==> src/rtl/exu_arbiter_if.sv <==
// Handshake and operand bundle between two requesters, the shared EXU
// and the response consumer of exu_arbiter.
interface exu_arbiter_if #(
    parameter int DATAWIDTH = 32
);
    logic                 req0_valid;
    logic                 req0_ready;
    logic [DATAWIDTH-1:0] req0_src1;
    logic [DATAWIDTH-1:0] req0_src2;
    logic [DATAWIDTH-1:0] req0_imm;
    logic [3:0]           req0_mode;

    logic                 req1_valid;
    logic                 req1_ready;
    logic [DATAWIDTH-1:0] req1_src1;
    logic [DATAWIDTH-1:0] req1_src2;
    logic [DATAWIDTH-1:0] req1_imm;
    logic [3:0]           req1_mode;

    logic [DATAWIDTH-1:0] exu_rdata1;
    logic [DATAWIDTH-1:0] exu_rdata2;
    logic [DATAWIDTH-1:0] exu_imm;
    logic [3:0]           exu_mode;
    logic [DATAWIDTH-1:0] exu_data;

    logic                 rsp_valid;
    logic                 rsp_ready;
    logic                 rsp_id;
    logic [DATAWIDTH-1:0] rsp_data;
    logic                 rsp_err;

    modport slave (
        input  req0_valid, req0_src1, req0_src2, req0_imm, req0_mode,
        input  req1_valid, req1_src1, req1_src2, req1_imm, req1_mode,
        input  exu_data, rsp_ready,
        output req0_ready, req1_ready,
        output exu_rdata1, exu_rdata2, exu_imm, exu_mode,
        output rsp_valid, rsp_id, rsp_data, rsp_err
    );

    modport master (
        output req0_valid, req0_src1, req0_src2, req0_imm, req0_mode,
        output req1_valid, req1_src1, req1_src2, req1_imm, req1_mode,
        output exu_data, rsp_ready,
        input  req0_ready, req1_ready,
        input  exu_rdata1, exu_rdata2, exu_imm, exu_mode,
        input  rsp_valid, rsp_id, rsp_data, rsp_err
    );
endinterface

==> src/rtl/exu_arbiter.sv <==
// Round-robin arbiter sharing one combinational EXU between two requesters,
// with a single registered response slot.
module exu_arbiter #(
    parameter int DATAWIDTH = 32
) (
    input  logic          clk,
    input  logic          rst_n,
    exu_arbiter_if.slave  bus
);
    typedef enum logic {IDLE, HOLD} state_t;

    state_t               state;
    logic                 last;
    logic                 rsp_valid_q;
    logic                 rsp_id_q;
    logic [DATAWIDTH-1:0] rsp_data_q;
    logic                 rsp_err_q;

    logic                 open_slot;
    logic                 gnt0;
    logic                 gnt1;
    logic                 illegal;
    logic [DATAWIDTH-1:0] sel_src1;
    logic [DATAWIDTH-1:0] sel_src2;
    logic [DATAWIDTH-1:0] sel_imm;
    logic [3:0]           sel_mode;

    // last=1 means requester 1 was granted most recently, so 0 wins a tie
    always_comb begin
        open_slot = rst_n && ((state == IDLE) || bus.rsp_ready);
        gnt0 = open_slot && bus.req0_valid && (!bus.req1_valid || last);
        gnt1 = open_slot && bus.req1_valid && (!bus.req0_valid || !last);
        sel_src1 = '0;
        sel_src2 = '0;
        sel_imm  = '0;
        sel_mode = '0;
        unique case (1'b1)
            gnt0: begin
                sel_src1 = bus.req0_src1;
                sel_src2 = bus.req0_src2;
                sel_imm  = bus.req0_imm;
                sel_mode = bus.req0_mode;
            end
            gnt1: begin
                sel_src1 = bus.req1_src1;
                sel_src2 = bus.req1_src2;
                sel_imm  = bus.req1_imm;
                sel_mode = bus.req1_mode;
            end
            default: ;
        endcase
        illegal = (sel_mode[3:1] == 3'b011) || sel_mode[3] && (sel_mode[2:1] != 2'b00);
    end

    assign bus.req0_ready = gnt0;
    assign bus.req1_ready = gnt1;
    assign bus.exu_rdata1 = sel_src1;
    assign bus.exu_rdata2 = sel_src2;
    assign bus.exu_imm    = sel_imm;
    assign bus.exu_mode   = sel_mode;

    always_ff @(posedge clk or negedge rst_n) begin
        if (!rst_n) begin
            state       <= IDLE;
            last        <= 1'b1;
            rsp_valid_q <= 1'b0;
            rsp_id_q    <= 1'b0;
            rsp_data_q  <= '0;
            rsp_err_q   <= 1'b0;
        end else if (gnt0 || gnt1) begin
            state       <= HOLD;
            last        <= gnt1;
            rsp_valid_q <= 1'b1;
            rsp_id_q    <= gnt1;
            rsp_data_q  <= bus.exu_data;
            rsp_err_q   <= illegal;
        end else if ((state == HOLD) && bus.rsp_ready) begin
            state       <= IDLE;
            rsp_valid_q <= 1'b0;
        end
    end

    assign bus.rsp_valid = rsp_valid_q;
    assign bus.rsp_id    = rsp_id_q;
    assign bus.rsp_data  = rsp_data_q;
    assign bus.rsp_err   = rsp_err_q;
endmodule

==> src/flat_wrapper.sv <==
// flat-port wrapper written by rule: the top's interface ports become plain ports
module exu_arbiter_flat 
#(
    parameter int DATAWIDTH = 32
)
  (clk, rst_n, bus_req0_valid, bus_req0_src1, bus_req0_src2, bus_req0_imm, bus_req0_mode, bus_req1_valid, bus_req1_src1, bus_req1_src2, bus_req1_imm, bus_req1_mode, bus_exu_data, bus_rsp_ready, bus_req0_ready, bus_req1_ready, bus_exu_rdata1, bus_exu_rdata2, bus_exu_imm, bus_exu_mode, bus_rsp_valid, bus_rsp_id, bus_rsp_data, bus_rsp_err);
  exu_arbiter_if #(.DATAWIDTH(DATAWIDTH)) bus_i ();
  input  logic clk;
  input  logic rst_n;
  input wire logic [$bits(bus_i.req0_valid)-1:0] bus_req0_valid;
  input wire logic [$bits(bus_i.req0_src1)-1:0] bus_req0_src1;
  input wire logic [$bits(bus_i.req0_src2)-1:0] bus_req0_src2;
  input wire logic [$bits(bus_i.req0_imm)-1:0] bus_req0_imm;
  input wire logic [$bits(bus_i.req0_mode)-1:0] bus_req0_mode;
  input wire logic [$bits(bus_i.req1_valid)-1:0] bus_req1_valid;
  input wire logic [$bits(bus_i.req1_src1)-1:0] bus_req1_src1;
  input wire logic [$bits(bus_i.req1_src2)-1:0] bus_req1_src2;
  input wire logic [$bits(bus_i.req1_imm)-1:0] bus_req1_imm;
  input wire logic [$bits(bus_i.req1_mode)-1:0] bus_req1_mode;
  input wire logic [$bits(bus_i.exu_data)-1:0] bus_exu_data;
  input wire logic [$bits(bus_i.rsp_ready)-1:0] bus_rsp_ready;
  output wire logic [$bits(bus_i.req0_ready)-1:0] bus_req0_ready;
  output wire logic [$bits(bus_i.req1_ready)-1:0] bus_req1_ready;
  output wire logic [$bits(bus_i.exu_rdata1)-1:0] bus_exu_rdata1;
  output wire logic [$bits(bus_i.exu_rdata2)-1:0] bus_exu_rdata2;
  output wire logic [$bits(bus_i.exu_imm)-1:0] bus_exu_imm;
  output wire logic [$bits(bus_i.exu_mode)-1:0] bus_exu_mode;
  output wire logic [$bits(bus_i.rsp_valid)-1:0] bus_rsp_valid;
  output wire logic [$bits(bus_i.rsp_id)-1:0] bus_rsp_id;
  output wire logic [$bits(bus_i.rsp_data)-1:0] bus_rsp_data;
  output wire logic [$bits(bus_i.rsp_err)-1:0] bus_rsp_err;
  assign bus_i.req0_valid = bus_req0_valid;
  assign bus_i.req0_src1 = bus_req0_src1;
  assign bus_i.req0_src2 = bus_req0_src2;
  assign bus_i.req0_imm = bus_req0_imm;
  assign bus_i.req0_mode = bus_req0_mode;
  assign bus_i.req1_valid = bus_req1_valid;
  assign bus_i.req1_src1 = bus_req1_src1;
  assign bus_i.req1_src2 = bus_req1_src2;
  assign bus_i.req1_imm = bus_req1_imm;
  assign bus_i.req1_mode = bus_req1_mode;
  assign bus_i.exu_data = bus_exu_data;
  assign bus_i.rsp_ready = bus_rsp_ready;
  assign bus_req0_ready = bus_i.req0_ready;
  assign bus_req1_ready = bus_i.req1_ready;
  assign bus_exu_rdata1 = bus_i.exu_rdata1;
  assign bus_exu_rdata2 = bus_i.exu_rdata2;
  assign bus_exu_imm = bus_i.exu_imm;
  assign bus_exu_mode = bus_i.exu_mode;
  assign bus_rsp_valid = bus_i.rsp_valid;
  assign bus_rsp_id = bus_i.rsp_id;
  assign bus_rsp_data = bus_i.rsp_data;
  assign bus_rsp_err = bus_i.rsp_err;
  exu_arbiter #(.DATAWIDTH(DATAWIDTH)) u_core (.clk(clk), .rst_n(rst_n), .bus(bus_i));
endmodule
==> config.mk <==
export PLATFORM = sky130hd
export DESIGN_NAME = exu_arbiter_flat
export DESIGN_NICKNAME = d
export VERILOG_FILES = /design/src/rtl/exu_arbiter_if.sv /design/src/rtl/exu_arbiter.sv /design/src/flat_wrapper.sv
export SDC_FILE = /design/constraint.sdc
export NUM_CORES = 1
export LEC_CHECK = 0
export ABC_AREA = 1
export CAP_MARGIN = 20
export CORE_AREA = 2 2 145 147
export DETAILED_ROUTE_END_ITERATION = 6
export DIE_AREA = 0 0 147 149
export PLACE_DENSITY = 0.53
export SYNTH_ARGS = -nofsm -noshare
export SYNTH_HDL_FRONTEND = slang
export SYNTH_SLANG_ARGS = --single-unit
==> constraint.sdc <==
create_clock -name clk -period 4.4 [get_ports clk]
set_clock_uncertainty 0.15 [all_clocks]
set_input_delay 0.88 -clock clk [delete_from_list [all_inputs] [get_ports clk]]
set_output_delay 0.88 -clock clk [all_outputs]
set_load 0.005 [all_outputs]
======== Word-level counts from Yosys, hierarchy flattened ========
Index checks and enable logic that the tools add are counted.
operators by class
  eq/ne operators ......................... 1
  mux-type cells .......................... 6
  bitwise logic cells ..................... 1
  reductions and logical operators ........ 17
operators with widths
  operator                                       number
  one-hot mux 32 bit (2 select lines)            3
  one-hot mux 4 bit (2 select lines)             1
  logical AND 1 bit                              7
  logical OR 1 bit                               5
  nonzero test 2 bit                             2
  == test 3 x 2 -> 1 bit, second input constant  1
  zero test 1 bit                                3
  2-to-1 mux 1 bit                               2
  NOT 1 bit                                      1
storage, ports and cells
  register bits ........................... 36
  input bits .............................. 237
  output and inout bits ................... 137
  logic and storage cells ................. 30

======== Depth between registers and ports, before layout ========
  depth in word-level cells ............... 9
  mapped depth ............................ 9
  mapped depth without buffers ............ 9

======== Worst setup path after synthesis ========
No wires, ideal clock.
  path type ............................... input port to output port
  from .................................... input port bus_rsp_ready
  to ...................................... output port bus_exu_rdata2[13]
  arrival ................................. 1.686 ns
  required time ........................... 3.370 ns
  path slack .............................. 1.684 ns
  cell stages on the path ................. 7
  path through ............................ nor2_2 > nor2_4 > nand2_2 > inv_4 > buf_6 > buf_6 > a22o_1
on the way
  longest elaborated chain between the ends .. 5
  elaborated cells between the ends (all ways) .. 7
  those cells by class .................... mux (1); reduce/logical (6)
ends and longest elaborated chain
  element                                                   line                                  RTL
  start: declaration                                        flat_wrapper.sv:21                    input wire logic [$bits(bus_i.rsp_ready)-1:0] bus_rsp_ready;
  logical OR 1 bit (*)                                      exu_arbiter.sv:30                     open_slot = rst_n && ((state == IDLE) || bus.rsp_ready);
  logical AND 1 bit (*)                                     exu_arbiter.sv:30
  logical AND 1 bit, on equally long branches (2 in a row)  exu_arbiter.sv:32, exu_arbiter.sv:31
  one-hot mux 32 bit (2 select lines) (*)                   exu_arbiter.sv:37                     unique case (1'b1)
  end: declaration                                          flat_wrapper.sv:25                    output wire logic [$bits(bus_i.exu_rdata2)-1:0] bus_exu_rdata2;
Every way passes the cells marked *; elsewhere a longest branch is shown, timed or not.

======== Worst setup path after layout ========
  from .................................... input port bus_req1_valid
  to ...................................... output port bus_exu_rdata1[14]
on the way
  longest elaborated chain between the ends .. 4
  elaborated cells between the ends (all ways) .. 6
  those cells by class .................... mux (1); reduce/logical (5)
ends and longest elaborated chain
  element                                  line                RTL
  start: declaration                       flat_wrapper.sv:15  input wire logic [$bits(bus_i.req1_valid)-1:0] bus_req1_valid;
  zero test 1 bit                          exu_arbiter.sv:31   gnt0 = open_slot && bus.req0_valid && (!bus.req1_valid || last);
  logical OR 1 bit                         exu_arbiter.sv:31
  logical AND 1 bit                        exu_arbiter.sv:31
  one-hot mux 32 bit (2 select lines) (*)  exu_arbiter.sv:37
  end: declaration                         flat_wrapper.sv:24  output wire logic [$bits(bus_i.exu_rdata1)-1:0] bus_exu_rdata1;
Marked as above.

==> results.yml <==
outcome:
  status: "complete, no violations"
clock_network:
  htreeDepth: 2
  cts.clk_slew.worst_paths_ns: 0.05
  cts_root_buf: "clkbuf_16"
  cts_tree: "yes"
  holdBufCountCts: 0
  clock_sinks: 36
  clock_latency_ns: 0.28
  cts_buffers: 5
  cts_buffer_depth: 2
  postCtsSetupBuffers: 0
  cts_resized: 0
placement:
  io_buffer_count: 373
  gp_congestion: 0.700
  dp.cells: 921
  hpwl_um: 15000
setup_path:
  slowest_stage: "clkdlybuf4s50_1"
  end_kind: "output port"
  worst-setup-path-type: "in -> out"
  cp_slowest_stage_delay_ns: 0.56
  path_cells: "clkdlybuf4s50_1 -> inv_1 -> a21oi_4 -> nand2_2 -> inv_4 -> buf_12 -> a22o_1 -> clkdlybuf4s50_1"
  cp_common_cell: "clkdlybuf4s50_1"
  start_kind: "primary input"
  cp.required_ns: 3.37
  critPathBufInv: 5
  cp.arrival_ns: 3.03
  crit_family: "buffers and inverters"
  cp_max_fo: 25
detailed_routing:
  vias_per_cell: 3.90
  ant_nets: 0
  wl_um: 17700
  wire_per_inst_um: 18.9
  vias: 3659
  route.detailed.drc: 0
  dr.first_iter.drc_count: 155
  drt_pass1_iterations: 4
floorplan:
  fp.dieH_um: 149
  die-area_um2: 21900
  fp-row-count: 53
  top_level_ports: 374
  die_width_um: 147
  core_um2: 20600
  initial_utilization_pct: 12.0
synth:
  syn_area_per_cell_um2: 8.50
  synth.net_count: 527
  synth.top_cells.by_area: "dfrtp_1 36%, a22o_1 34%, nand2_1 16%"
  syn_inst: 290
  ys_seq_elements: 36
  netlist.area_leader.share_pct: 35.5
  synth_top_area_cell: "dfrtp_1"
  netlist_area_um2: 2460
  ys_warn_count: 0
  ys_seq_area_share_pct: 36.6
  synth.distinct_cells: 17
global_routing:
  antenna_found_initial: 13
  first_global_vias: 3546
  grt_max_degree: 41
  grt-ovfl-total: 0
  grt_pass1_wl_um: 23900
  groute.usage.overall_pct: 14.8
power_and_ir_drop:
  p_sw_share_pct: 29.2
  internal-power_mw: 1.23
  p_comb_share_pct: 52.4
  p_switching_mw: 0.509
  powerDensity_nw_per_um2: 262
  power_frac_seq_pct: 27.6
  p_leak_nw: 2.73
  clockPowerShare_pct: 20.0
  ir_worst_vdd_mv: 0.168
timing:
  clock.fmax_ghz: 0.246
  relSlewSlack_pct: 59.2
  drv_slew: 0
  rsz0062_at_grt: "no"
  holdWs_ns: 0.319
  fin_tns_setup_ns: 0
  tightest_slew_ns: 0.611
  hold_violations: 0
  fin_crit_sh_pct: 92.4
  finalSetupViolCount: 0
  min_period_ns: 4.06
run:
  max_cap_viol_count: 0
finish:
  drive_gt1_share_pct: 4.89
  area_delta_synth_final_pct: 170
  finalNonFillerCells: 939
  nets: 890
hold_path:
  hp-class: "reg -> reg"
## cells in the mapped netlist
library cell / number
nand2_1: 106
a22o_1: 97
dfrtp_1: 35
buf_2: 21
nand3_1: 6
buf_6: 5
inv_2: 4
inv_1: 3
nand2_2: 3
a21oi_4: 2
inv_4: 2
dfstp_2: 1
nand4_1: 1
nor2_2: 1
nor2_4: 1
o21ai_0: 1
o21ai_1: 1
## cells by family after synthesis
family | share of synthesized area [%]
buf+inv | 8.12
simple gates | 19.1
compound gates | 36.2
flops | 36.6
## layer usage
metal	track usage (%)	wire length (um)	part of all wire, %	up-vias
li1	-	-	-	1789
met1	18.0	7260	41	1671
met2	23.8	8160	46	182
met3	8.53	2260	13	11
met4	1.01	27	0.15	6
met5	0	39	0.22	-
## power groups by stage
stage               logic [mW]  registers [mW]  clock network, mW
finish                   0.913           0.481              0.349
global route             0.984           0.492              0.376
CTS                      0.927           0.482              0.364
detailed placement       0.924           0.484                  0
global placement         0.926           0.483                  0
floorplan                0.264           0.490                  0
## worst register-to-register path: stages, from the launching register on
cell,delay [ns]
dfstp_2,0.57
inv_2,0.06
a21oi_4,0.18
nand2_2,0.12
nand2_2,0.09
buf_4,0.32
nand2_1,0.14
nand2_1,0.08
## sequential cells by signal, indices dropped and copies added, names as in the netlist
name,flops
u_core.bus.rsp_err,1
u_core.bus.rsp_id,1
u_core.last,1
u_core.bus.rsp_valid,1
u_core.bus.rsp_data,32
## path summary, 6_finish.rpt
check / endpoint / depth (start not counted) / start / slack, ns
setup / recovery: bus_exu_rdata1[14] / 8 / bus_req1_valid / 0.34
hold / removal: u_core.bus.rsp_data[26]$_DFFE_PN0P_ / 2 / u_core.bus.rsp_data[26]$_DFFE_PN0P_ / 0.32
setup reg to reg: u_core.bus.rsp_data[13]$_DFFE_PN0P_ / 7 / u_core.last$_DFFE_PN1P_ / 2.64
hold reg to reg: u_core.bus.rsp_data[26]$_DFFE_PN0P_ / 2 / u_core.bus.rsp_data[26]$_DFFE_PN0P_ / 0.32
max in group asynchronous: u_core.last$_DFFE_PN1P_ / 2 / rst_n / 3.21
min in group asynchronous: u_core.bus.rsp_data[27]$_DFFE_PN0P_ / 2 / rst_n / 0.53
## placed cells by master, fill, tap and decap left out
master / Yosys / routed
clkdlybuf4s50_1: 0 / 372
nand2_1: 106 / 106
a22o_1: 97 / 97
dfrtp_1: 35 / 35
diode_2: 0 / 10
nand3_1: 6 / 6
clkbuf_16: 0 / 5
buf_4: 0 / 5
inv_2: 4 / 4
buf_12: 0 / 4
inv_1: 3 / 3
nand2_2: 3 / 3
a21oi_4: 2 / 2
inv_4: 2 / 2
clkinv_2: 0 / 2
nor2_2: 1 / 1
nor2_4: 1 / 1
o21ai_1: 1 / 1
o21ai_0: 1 / 1
nand4_1: 1 / 1
clkinv_4: 0 / 1
buf_2: 21 / 1
dfstp_2: 1 / 1
## through the flow
stage | setup slack [ns] | instance area, um2 | power (mW) | util (%)
after floorplan | 1.68 | 2460 | 0.755 | -
after global routing | 0.186 | 6650 | 1.85 | 32.3
final | 0.336 | 6660 | 1.74 | 32.4
after CTS | 0.301 | 6640 | 1.77 | 32.3
after global placement | 0.323 | 6490 | 1.41 | 31.6
after detailed placement | 0.304 | 6490 | 1.41 | 31.6
## layout make-up
class | count | area [um2]
inverter | 9 | 38.8
sequential | 36 | 902
clock inverter | 3 | 18.8
fill | 2147 | 13900
tap | 275 | 344
multi-input combinational | 219 | 1360
antenna | 10 | 25.0
clock buffer | 5 | 125
timing repair buffer | 382 | 3850
Note: power is estimated with default switching activity, not from simulation.
